### config.mk
export PLATFORM = sky130hd
export DESIGN_NAME = if_stage
export DESIGN_NICKNAME = d
export VERILOG_FILES = /design/src/rtl/if_stage.sv
export SDC_FILE = /design/constraint.sdc
export NUM_CORES = 1
export LEC_CHECK = 0
export ABC_AREA = 1
export CORE_AREA = 2 2 163 181
export CTS_BUF_LIST = sky130_fd_sc_hd__clkbuf_4
export CTS_CLUSTER_DIAMETER = 50
export DETAILED_ROUTE_END_ITERATION = 8
export DIE_AREA = 0 0 165 183
export HOLD_SLACK_MARGIN = 0.08
export PLACE_DENSITY_LB_ADDON = 0.08
export SYNTH_ARGS = -nofsm -noshare
export SYNTH_HDL_FRONTEND = slang
export SYNTH_SLANG_ARGS = --single-unit
### constraint.sdc
create_clock -name clk -period 2.5 [get_ports clk]
set_clock_uncertainty 0.05 [all_clocks]
set_input_delay 0.5 -clock clk [delete_from_list [all_inputs] [get_ports clk]]
set_output_delay 0.5 -clock clk [all_outputs]
set_load 0.005 [all_outputs]
### src/rtl/if_stage.sv
// MIPS instruction-fetch stage: PC register, imem req/ready handshake and IF/ID register.
// Optional performance counters are enabled with `define IF_PERF_COUNT_EN.
module if_stage #(
  parameter logic [31:0] RESET_PC = 32'h0000_0000
) (
  input  logic        clk,
  input  logic        rst_n,
  input  logic [31:0] npc,
  output logic [31:0] pc4,
  output logic [31:0] pc,
  input  logic        stall,
  input  logic        flush,
  output logic        imem_req,
  output logic [31:0] imem_addr,
  input  logic        imem_ready,
  input  logic [31:0] imem_rdata,
  output logic        ifid_valid,
  output logic [31:0] ifid_instr,
  output logic [31:0] ifid_pc4,
  output logic [31:0] fetch_count,
  output logic [31:0] wait_count
);

  typedef enum logic [1:0] {StFetch, StDrain, StHold} state_e;

  state_e      state_q, state_d;
  logic [31:0] pc_q, pc_d;
  logic [31:0] redirect_q, redirect_d;
  logic [31:0] hold_instr_q, hold_instr_d;
  logic [31:0] hold_pc4_q, hold_pc4_d;
  logic        ifid_valid_q, ifid_valid_d;
  logic [31:0] ifid_instr_q, ifid_instr_d;
  logic [31:0] ifid_pc4_q, ifid_pc4_d;
  logic        deliver;

  assign pc4       = pc_q + 32'd4;
  assign pc        = pc_q;
  assign imem_addr = pc_q;
  // Request drops combinationally during reset so an outstanding read is abandoned at once.
  assign imem_req  = rst_n & (state_q != StHold);

  assign ifid_valid = ifid_valid_q;
  assign ifid_instr = ifid_instr_q;
  assign ifid_pc4   = ifid_pc4_q;

  always_comb begin
    state_d      = state_q;
    pc_d         = pc_q;
    redirect_d   = redirect_q;
    hold_instr_d = hold_instr_q;
    hold_pc4_d   = hold_pc4_q;
    ifid_valid_d = ifid_valid_q;
    ifid_instr_d = ifid_instr_q;
    ifid_pc4_d   = ifid_pc4_q;
    deliver      = 1'b0;
    unique case (state_q)
      StFetch: begin
        if (imem_ready) begin
          if (flush) begin
            ifid_valid_d = 1'b0;
            pc_d         = npc;
          end else if (stall) begin
            hold_instr_d = imem_rdata;
            hold_pc4_d   = pc4;
            state_d      = StHold;
          end else begin
            ifid_valid_d = 1'b1;
            ifid_instr_d = imem_rdata;
            ifid_pc4_d   = pc4;
            pc_d         = npc;
            deliver      = 1'b1;
          end
        end else if (flush) begin
          // Read still in flight: remember the target and let the old access finish.
          redirect_d   = npc;
          ifid_valid_d = 1'b0;
          state_d      = StDrain;
        end else if (!stall) begin
          ifid_valid_d = 1'b0;
        end
      end
      StDrain: begin
        ifid_valid_d = 1'b0;
        if (imem_ready) begin
          pc_d    = flush ? npc : redirect_q;
          state_d = StFetch;
        end else if (flush) begin
          redirect_d = npc;
        end
      end
      StHold: begin
        if (flush) begin
          ifid_valid_d = 1'b0;
          pc_d         = npc;
          state_d      = StFetch;
        end else if (!stall) begin
          ifid_valid_d = 1'b1;
          ifid_instr_d = hold_instr_q;
          ifid_pc4_d   = hold_pc4_q;
          pc_d         = npc;
          state_d      = StFetch;
          deliver      = 1'b1;
        end
      end
      default: state_d = StFetch;
    endcase
  end

  always_ff @(posedge clk) begin
    if (!rst_n) begin
      state_q      <= StFetch;
      pc_q         <= RESET_PC;
      redirect_q   <= 32'h0;
      hold_instr_q <= 32'h0;
      hold_pc4_q   <= 32'h0;
      ifid_valid_q <= 1'b0;
      ifid_instr_q <= 32'h0;
      ifid_pc4_q   <= 32'h0;
    end else begin
      state_q      <= state_d;
      pc_q         <= pc_d;
      redirect_q   <= redirect_d;
      hold_instr_q <= hold_instr_d;
      hold_pc4_q   <= hold_pc4_d;
      ifid_valid_q <= ifid_valid_d;
      ifid_instr_q <= ifid_instr_d;
      ifid_pc4_q   <= ifid_pc4_d;
    end
  end

`ifdef IF_PERF_COUNT_EN
  logic [31:0] fetch_cnt_q, fetch_cnt_d;
  logic [31:0] wait_cnt_q, wait_cnt_d;

  always_comb begin
    fetch_cnt_d = fetch_cnt_q + {31'h0, deliver};
    wait_cnt_d  = wait_cnt_q + {31'h0, (state_q != StHold) && !imem_ready};
  end

  always_ff @(posedge clk) begin
    if (!rst_n) begin
      fetch_cnt_q <= 32'h0;
      wait_cnt_q  <= 32'h0;
    end else begin
      fetch_cnt_q <= fetch_cnt_d;
      wait_cnt_q  <= wait_cnt_d;
    end
  end

  assign fetch_count = fetch_cnt_q;
  assign wait_count  = wait_cnt_q;
`else
  logic unused_deliver;
  assign unused_deliver = deliver;
  assign fetch_count    = 32'h0;
  assign wait_count     = 32'h0;
`endif

endmodule

==> results.toml, run 1 <==
[final_layout]
fillers = 2818
area_growth_syn_to_layout_pct = 39.24
nNetsFinal = 1760
drive_above_1_share_pct = 19.66

[timing]
fin_hold_ws_ps = 413.7
fin_ws_ps = -76.51
rsz0062_at_grt = "true"
setup_violations = 12
post-route-min-period_ps = 2577
finalMaxSlewViolations = 0
worst_pin_slew_ps = 655.1
max_slew_margin_pct = 56.33
fmax_ghz = 0.3881
hold_violations = 0
fin_crit_sh_pct = 103.1

[critical_path]
crit_arrival_ps = 2030
crit_path_frequent_cell = "nand2_4"
crit_type = "reg2out"
slowest_delay_ps = 400
cpLargestDelayFamily = "simple AND/OR/NAND/NOR gates"
cp-end-kind = "output pin"
critPathSlowestCell = "dfxtp_4"
required_ps = 1950
cp-start-kind = "flip-flop"
path_max_fanout = 4
crit_buf_inv = 2
crit_path_cell_trace = "ha_4 > nand2_4 > nor2_4 > nand2_4 > nor2_4 > buf_6 > nand2_2 > nand2_2 > nand2_4 > buf_6"

[global_route]
grt_pass1_vias = 8696
grt_start_max_net_pins = 169
gr-usage-all-layers_pct = 20.04
antenna_found_initial = 1
overflow = 0
grt_pass1_wl_um = 47660

[floorplanning]
io_pins = 295
start_util_pct = 34.71
fp.dieW_um = 165
die_area_um2 = 30200
placementRows = 65
die_h_um = 183
core_area_um2 = 28380

[synthesis]
synth_top_area_share_pct = 39.62
synth_edf_count = 0
yosys_warnings = 0
synthTopCellsByCount = "nand2_1, nor2_1, o21ai_0"
synth_area_leader_cell = "dfxtp_1"
synth_cells = 1424
yosysMostFrequentCell = "nand2_1"
async_reset_ff_share_pct = 0
synth_area_leaders = "dfxtp_1, o21ai_0, nand2_1"
ys_seq_area_share_pct = 39.62
synth_flop_cell = "dfxtp_1"
syn_area_um2 = 9852
synth_cell_types = 34
synth-seq-cells = 195
postSynthAreaPerCell_um2 = 6.919

[power]
power_density_nw_per_um2 = 625.8
leakagePower_nw = 5.999
ir_drop_v = 0.0002663
power.total_mw = 8.585

[clock_tree]
ctsHoldBuffers = 0
insertion_delay_ps = 620
cts_root_buffer = "clkbuf_4"
cts_num_sinks = 195
clk_path_buf_depth = 2
cts_buffers = 17
tritoncts = "done"
cts.htree.levels = 4
clkSlewWorstSetupHoldPaths_ps = 160

[outcome]
status = "finished with violations"
violations = "setup timing"

[routing]
antenna_left = 0
wl_um = 31120
firstDrtPassIters = 5
wl_per_cell_um = 15.05
vias = 9579
drt-initial-drc-count = 576
remaining_drc_errors = 0
vias_per_cell = 4.632

[place]
numPortBuffers = 230
place.detailed.hpwl_um = 20640
gp_congestion = 0.8236

[hold_path]
hp-class = "in2reg"

[job]
max_cap_violations = 0
==> power breakdown <==
group	total (mW)	switching (mW)	internal, mW
logic	2.99	1.51	1.48
registers	3.77	0.279	3.49
clock network	1.82	1.20	0.624
==> worst paths after layout <==
kind	startpoint	slack [ps]	cells past startpoint	endpoint
worst max-delay path	imem_addr[2]$_SDFFE_PN0P_	-80	10	pc4[28]
worst min-delay path	rst_n	410	4	state_q[0]$_SDFFE_PN0P_
worst max register to register	state_q[0]$_SDFFE_PN0P_	460	10	ifid_instr[0]$_SDFFE_PN0P_
worst min register to register	hold_instr_q[9]$_SDFFE_PN0P_	420	2	ifid_instr[9]$_SDFFE_PN0P_
==> repair_timing <==
action / in CTS / in global routing
endpoints found under the setup margin: 30 / 24
pin swaps: 44 / 45
setup buffers: 50 / 18
gates resized for setup: 216 / 77
gates cloned: 0 / 0
==> placed cells by master (no fill, tap or decap), drive strengths merged, types with 2 or more instances in the layout <==
cell,Yosys,routed
dlygate4sd2,0,2
xnor2,4,4
dfxtp,195,195
nand3,12,12
nor2,271,271
clkinv,0,6
o21ai,253,253
buf,130,160
conb,1,64
o211ai,3,3
ha,5,5
nand3b,6,6
a31oi,37,37
clkinvlp,0,2
clkdlybuf4s50,0,199
clkbuf,55,19
a21oi,74,74
inv,94,99
bufinv,0,2
a211oi,2,2
nand2,267,267
xor2,11,11
and2,2,2
==> metal layers <==
metal	part of all wire (%)	vias up	GRT usage (%)
met4	1.7	0	6.017
met3	4.5	28	2.985
met5	0	-	0
met2	45	259	30.40
met1	49	4356	29.25
li1	-	4936	-
==> area by class of cell <==
type / instances / area (um2) / area share (%)
sequential: 195 / 3983 / 29.03
clock buffer: 17 / 127.6 / 0.9303
tap: 368 / 460.4 / 3.356
multi-input combinational: 1013 / 5192 / 37.85
antenna: 1 / 2.502 / 0.01824
inverter: 94 / 355.3 / 2.590
clock inverter: 15 / 171.4 / 1.250
timing repair buffer: 365 / 3426 / 24.97
==> worst min-delay path: cells and delay by family <==
kind / cells / cell delay, ps
AOI/OAI and AO/OA: 1 / 140
buffers and inverters: 3 / 370
==> metrics by stage <==
| stage | utilization, % | setup WS (ps) | TNS [ps] | std cells | cell area [um2] |
|---|---|---|---|---|---|
| after floorplan | - | 691.3 | 0 | 1487 | 10090 |
| after global placement | 43.46 | 80.00 | 0 | 1968 | 12340 |
| after detailed placement | 43.46 | 46.92 | 0 | 1968 | 12340 |
| after CTS | 46.99 | -173.8 | -1634 | 2050 | 13340 |
| after global routing | 48.33 | -201.9 | -2773 | 2068 | 13720 |
| final | 48.33 | -76.51 | -541.5 | 2068 | 13720 |
==> sequential cells by signal, summed over array words and instances (netlist names) <==
register	cells
ifid_valid	1
hold_pc4_q	32
state_q	2
redirect_q	32
ifid_instr	32
ifid_pc4	32
imem_addr	32
hold_instr_q	32
==> logic make-up after synthesis <==
| group | count (synthesis) | synth area share [%] |
|---|---|---|
| AO/OA/AOI/OAI | 371 | 19.69 |
| XOR/XNOR | 15 | 1.791 |
| adder cells (fa/ha/maj) | 5 | 0.6350 |
| buffers and inverters | 279 | 15.16 |
| flip-flops | 195 | 39.62 |
| other | 1 | 0.03806 |
| AND/OR/NAND/NOR | 558 | 23.06 |
Note: power is estimated with default switching activity, not from simulation.
==> run 2: changes to the inputs <==
--- a/config.mk
+++ b/config.mk
@@ -13,6 +13,7 @@
 export DIE_AREA = 0 0 165 183
 export HOLD_SLACK_MARGIN = 0.08
 export PLACE_DENSITY_LB_ADDON = 0.08
+export SKIP_CTS_REPAIR_TIMING = 1
 export SYNTH_ARGS = -nofsm -noshare
 export SYNTH_HDL_FRONTEND = slang
 export SYNTH_SLANG_ARGS = --single-unit
==> results.toml, run 2 (synthesis results as in run 1) <==
[timing]
max_slew_margin_pct = 57.18
worst_pin_slew_ps = 642.3
fmax_ghz = 0.3779
fin_crit_sh_pct = 105.9
fin_hold_ws_ps = 415.4
hold_violations = 0
post-route-min-period_ps = 2646
fin_ws_ps = -146.3
rsz0062_at_grt = "true"
setup_violations = 21
finalMaxSlewViolations = 0

[clock_tree]
cts_num_sinks = 195
tritoncts = "done"
cts_buffers = 17
clk_path_buf_depth = 2
clkSlewWorstSetupHoldPaths_ps = 150
insertion_delay_ps = 620
cts.htree.levels = 4
cts_root_buffer = "clkbuf_4"

[routing]
remaining_drc_errors = 0
vias_per_cell = 4.599
wl_per_cell_um = 14.86
vias = 9358
firstDrtPassIters = 6
wl_um = 30250
antenna_left = 0
drt-initial-drc-count = 667

[global_route]
antenna_found_initial = 1
gr-usage-all-layers_pct = 19.48
top_usage_layer = "met2"
grt_util_met1_pct = 29.04
grt_start_max_net_pins = 169
use_met2_pct = 29.22
met3_usage_pct = 2.849
grt_pass1_vias = 8342
overflow = 0
grt_pass1_wl_um = 46290

[critical_path]
path_max_fanout = 4
cp-end-kind = "output pin"
crit_path_cell_trace = "ha_4 > nand2_2 > nor2_4 > nand2_4 > nor2_4 > buf_4 > nand2_1 > nand2_1 > nand2_2 > dlymetal6s2s_1"
cpLargestDelayFamily = "simple AND/OR/NAND/NOR gates"
slowest_delay_ps = 390
crit_type = "reg2out"
crit_arrival_ps = 2100
cp-start-kind = "flip-flop"
required_ps = 1950
crit_buf_inv = 2
critPathSlowestCell = "dfxtp_4"

[final_layout]
final_common_cell = "nor2_1"
final_cell_mix = "nor2_1, nand2_1, o21ai_0"
drive_above_1_share_pct = 16.33
fillers = 2877
seq_area_um2 = 3966
fin_area_um2 = 13300
layout.cells.non_filler = 2035
final_util_pct = 46.85
multiInputGateArea_um2 = 5046
nNetsFinal = 1727
area_growth_syn_to_layout_pct = 34.99

[floorplanning]
placementRows = 65
start_util_pct = 34.71
io_pins = 295
die_h_um = 183
die_area_um2 = 30200
fp.dieW_um = 165
core_area_um2 = 28380

[place]
placed_cell_area_um2 = 12340
numPortBuffers = 230
place.detailed.hpwl_um = 20640
gp_congestion = 0.8236
numPlacedInstances = 1968

[job]
max_cap_violations = 0

[outcome]
violations = "setup timing"
status = "finished with violations"

[power]
power_density_nw_per_um2 = 634.9
leakagePower_nw = 5.779
ir_drop_v = 0.0002642

[hold_path]
hp-class = "in2reg"
==> run 2: cell types whose count changed in the layout (fill, tap and decap cells not counted), sizes merged <==
cell / previous run / this run
clkdlybuf4s50: 199 / 200
dlymetal6s2s: 1 / 8
dlygate4sd2: 2 / 0
clkbuf: 19 / 30
buf: 160 / 111
clkdlybuf4s15: 1 / 0
==> run 2: per-stage QoR <==
step | setup TNS [ps] | power (mW) | setup WS [ps]
2_1_floorplan | 0 | 5.168 | 691.3
3_5_place_dp | 0 | 6.558 | 46.92
6_report | -1091 | 8.444 | -146.3
3_3_place_gp | 0 | 6.540 | 80.00
5_1_grt | -4192 | 8.980 | -287.1
4_1_cts | -15610 | 8.398 | -665.8
==> run 2: cell type report <==
cell class                 count  area share (%)
multi-input combinational   1013           37.94
clock buffer                  17          0.9596
clock inverter                15           1.289
inverter                      94           2.653
tap                          368           3.462
antenna                        1         0.01882
sequential                   195           29.82
timing repair buffer         332           23.85
==> run 2: report_power, final <==
group / internal [mW] / total [mW] / switching [mW]
sequential: 3.49 / 3.76 / 0.276
clock: 0.623 / 1.83 / 1.20
combinational: 1.40 / 2.86 / 1.46
total: 5.51 / 8.44 / 2.94
==> run 2: per-layer routing <==
metal | vias to the layer above | part of all wire [%]
li1 | 4869 | -
met1 | 4227 | 49
met2 | 241 | 45
met3 | 21 | 4.6
met4 | 0 | 1.4
met5 | - | 0
==> run 2: path summary, 6_finish.rpt <==
path	startpoint	to	slack [ps]	cells after the start
min	rst_n	state_q[0]$_SDFFE_PN0P_	420	4
max reg2reg	state_q[0]$_SDFFE_PN0P_	ifid_pc4[9]$_SDFFE_PN0P_	470	10
max	imem_addr[2]$_SDFFE_PN0P_	pc4[28]	-150	10
min reg2reg	hold_instr_q[9]$_SDFFE_PN0P_	ifid_instr[9]$_SDFFE_PN0P_	420	2
==> run 2: worst min-delay path, stage by stage <==
cell	delay, ps
buf_4	100
inv_2	40
buf_4	230
a21oi_1	140
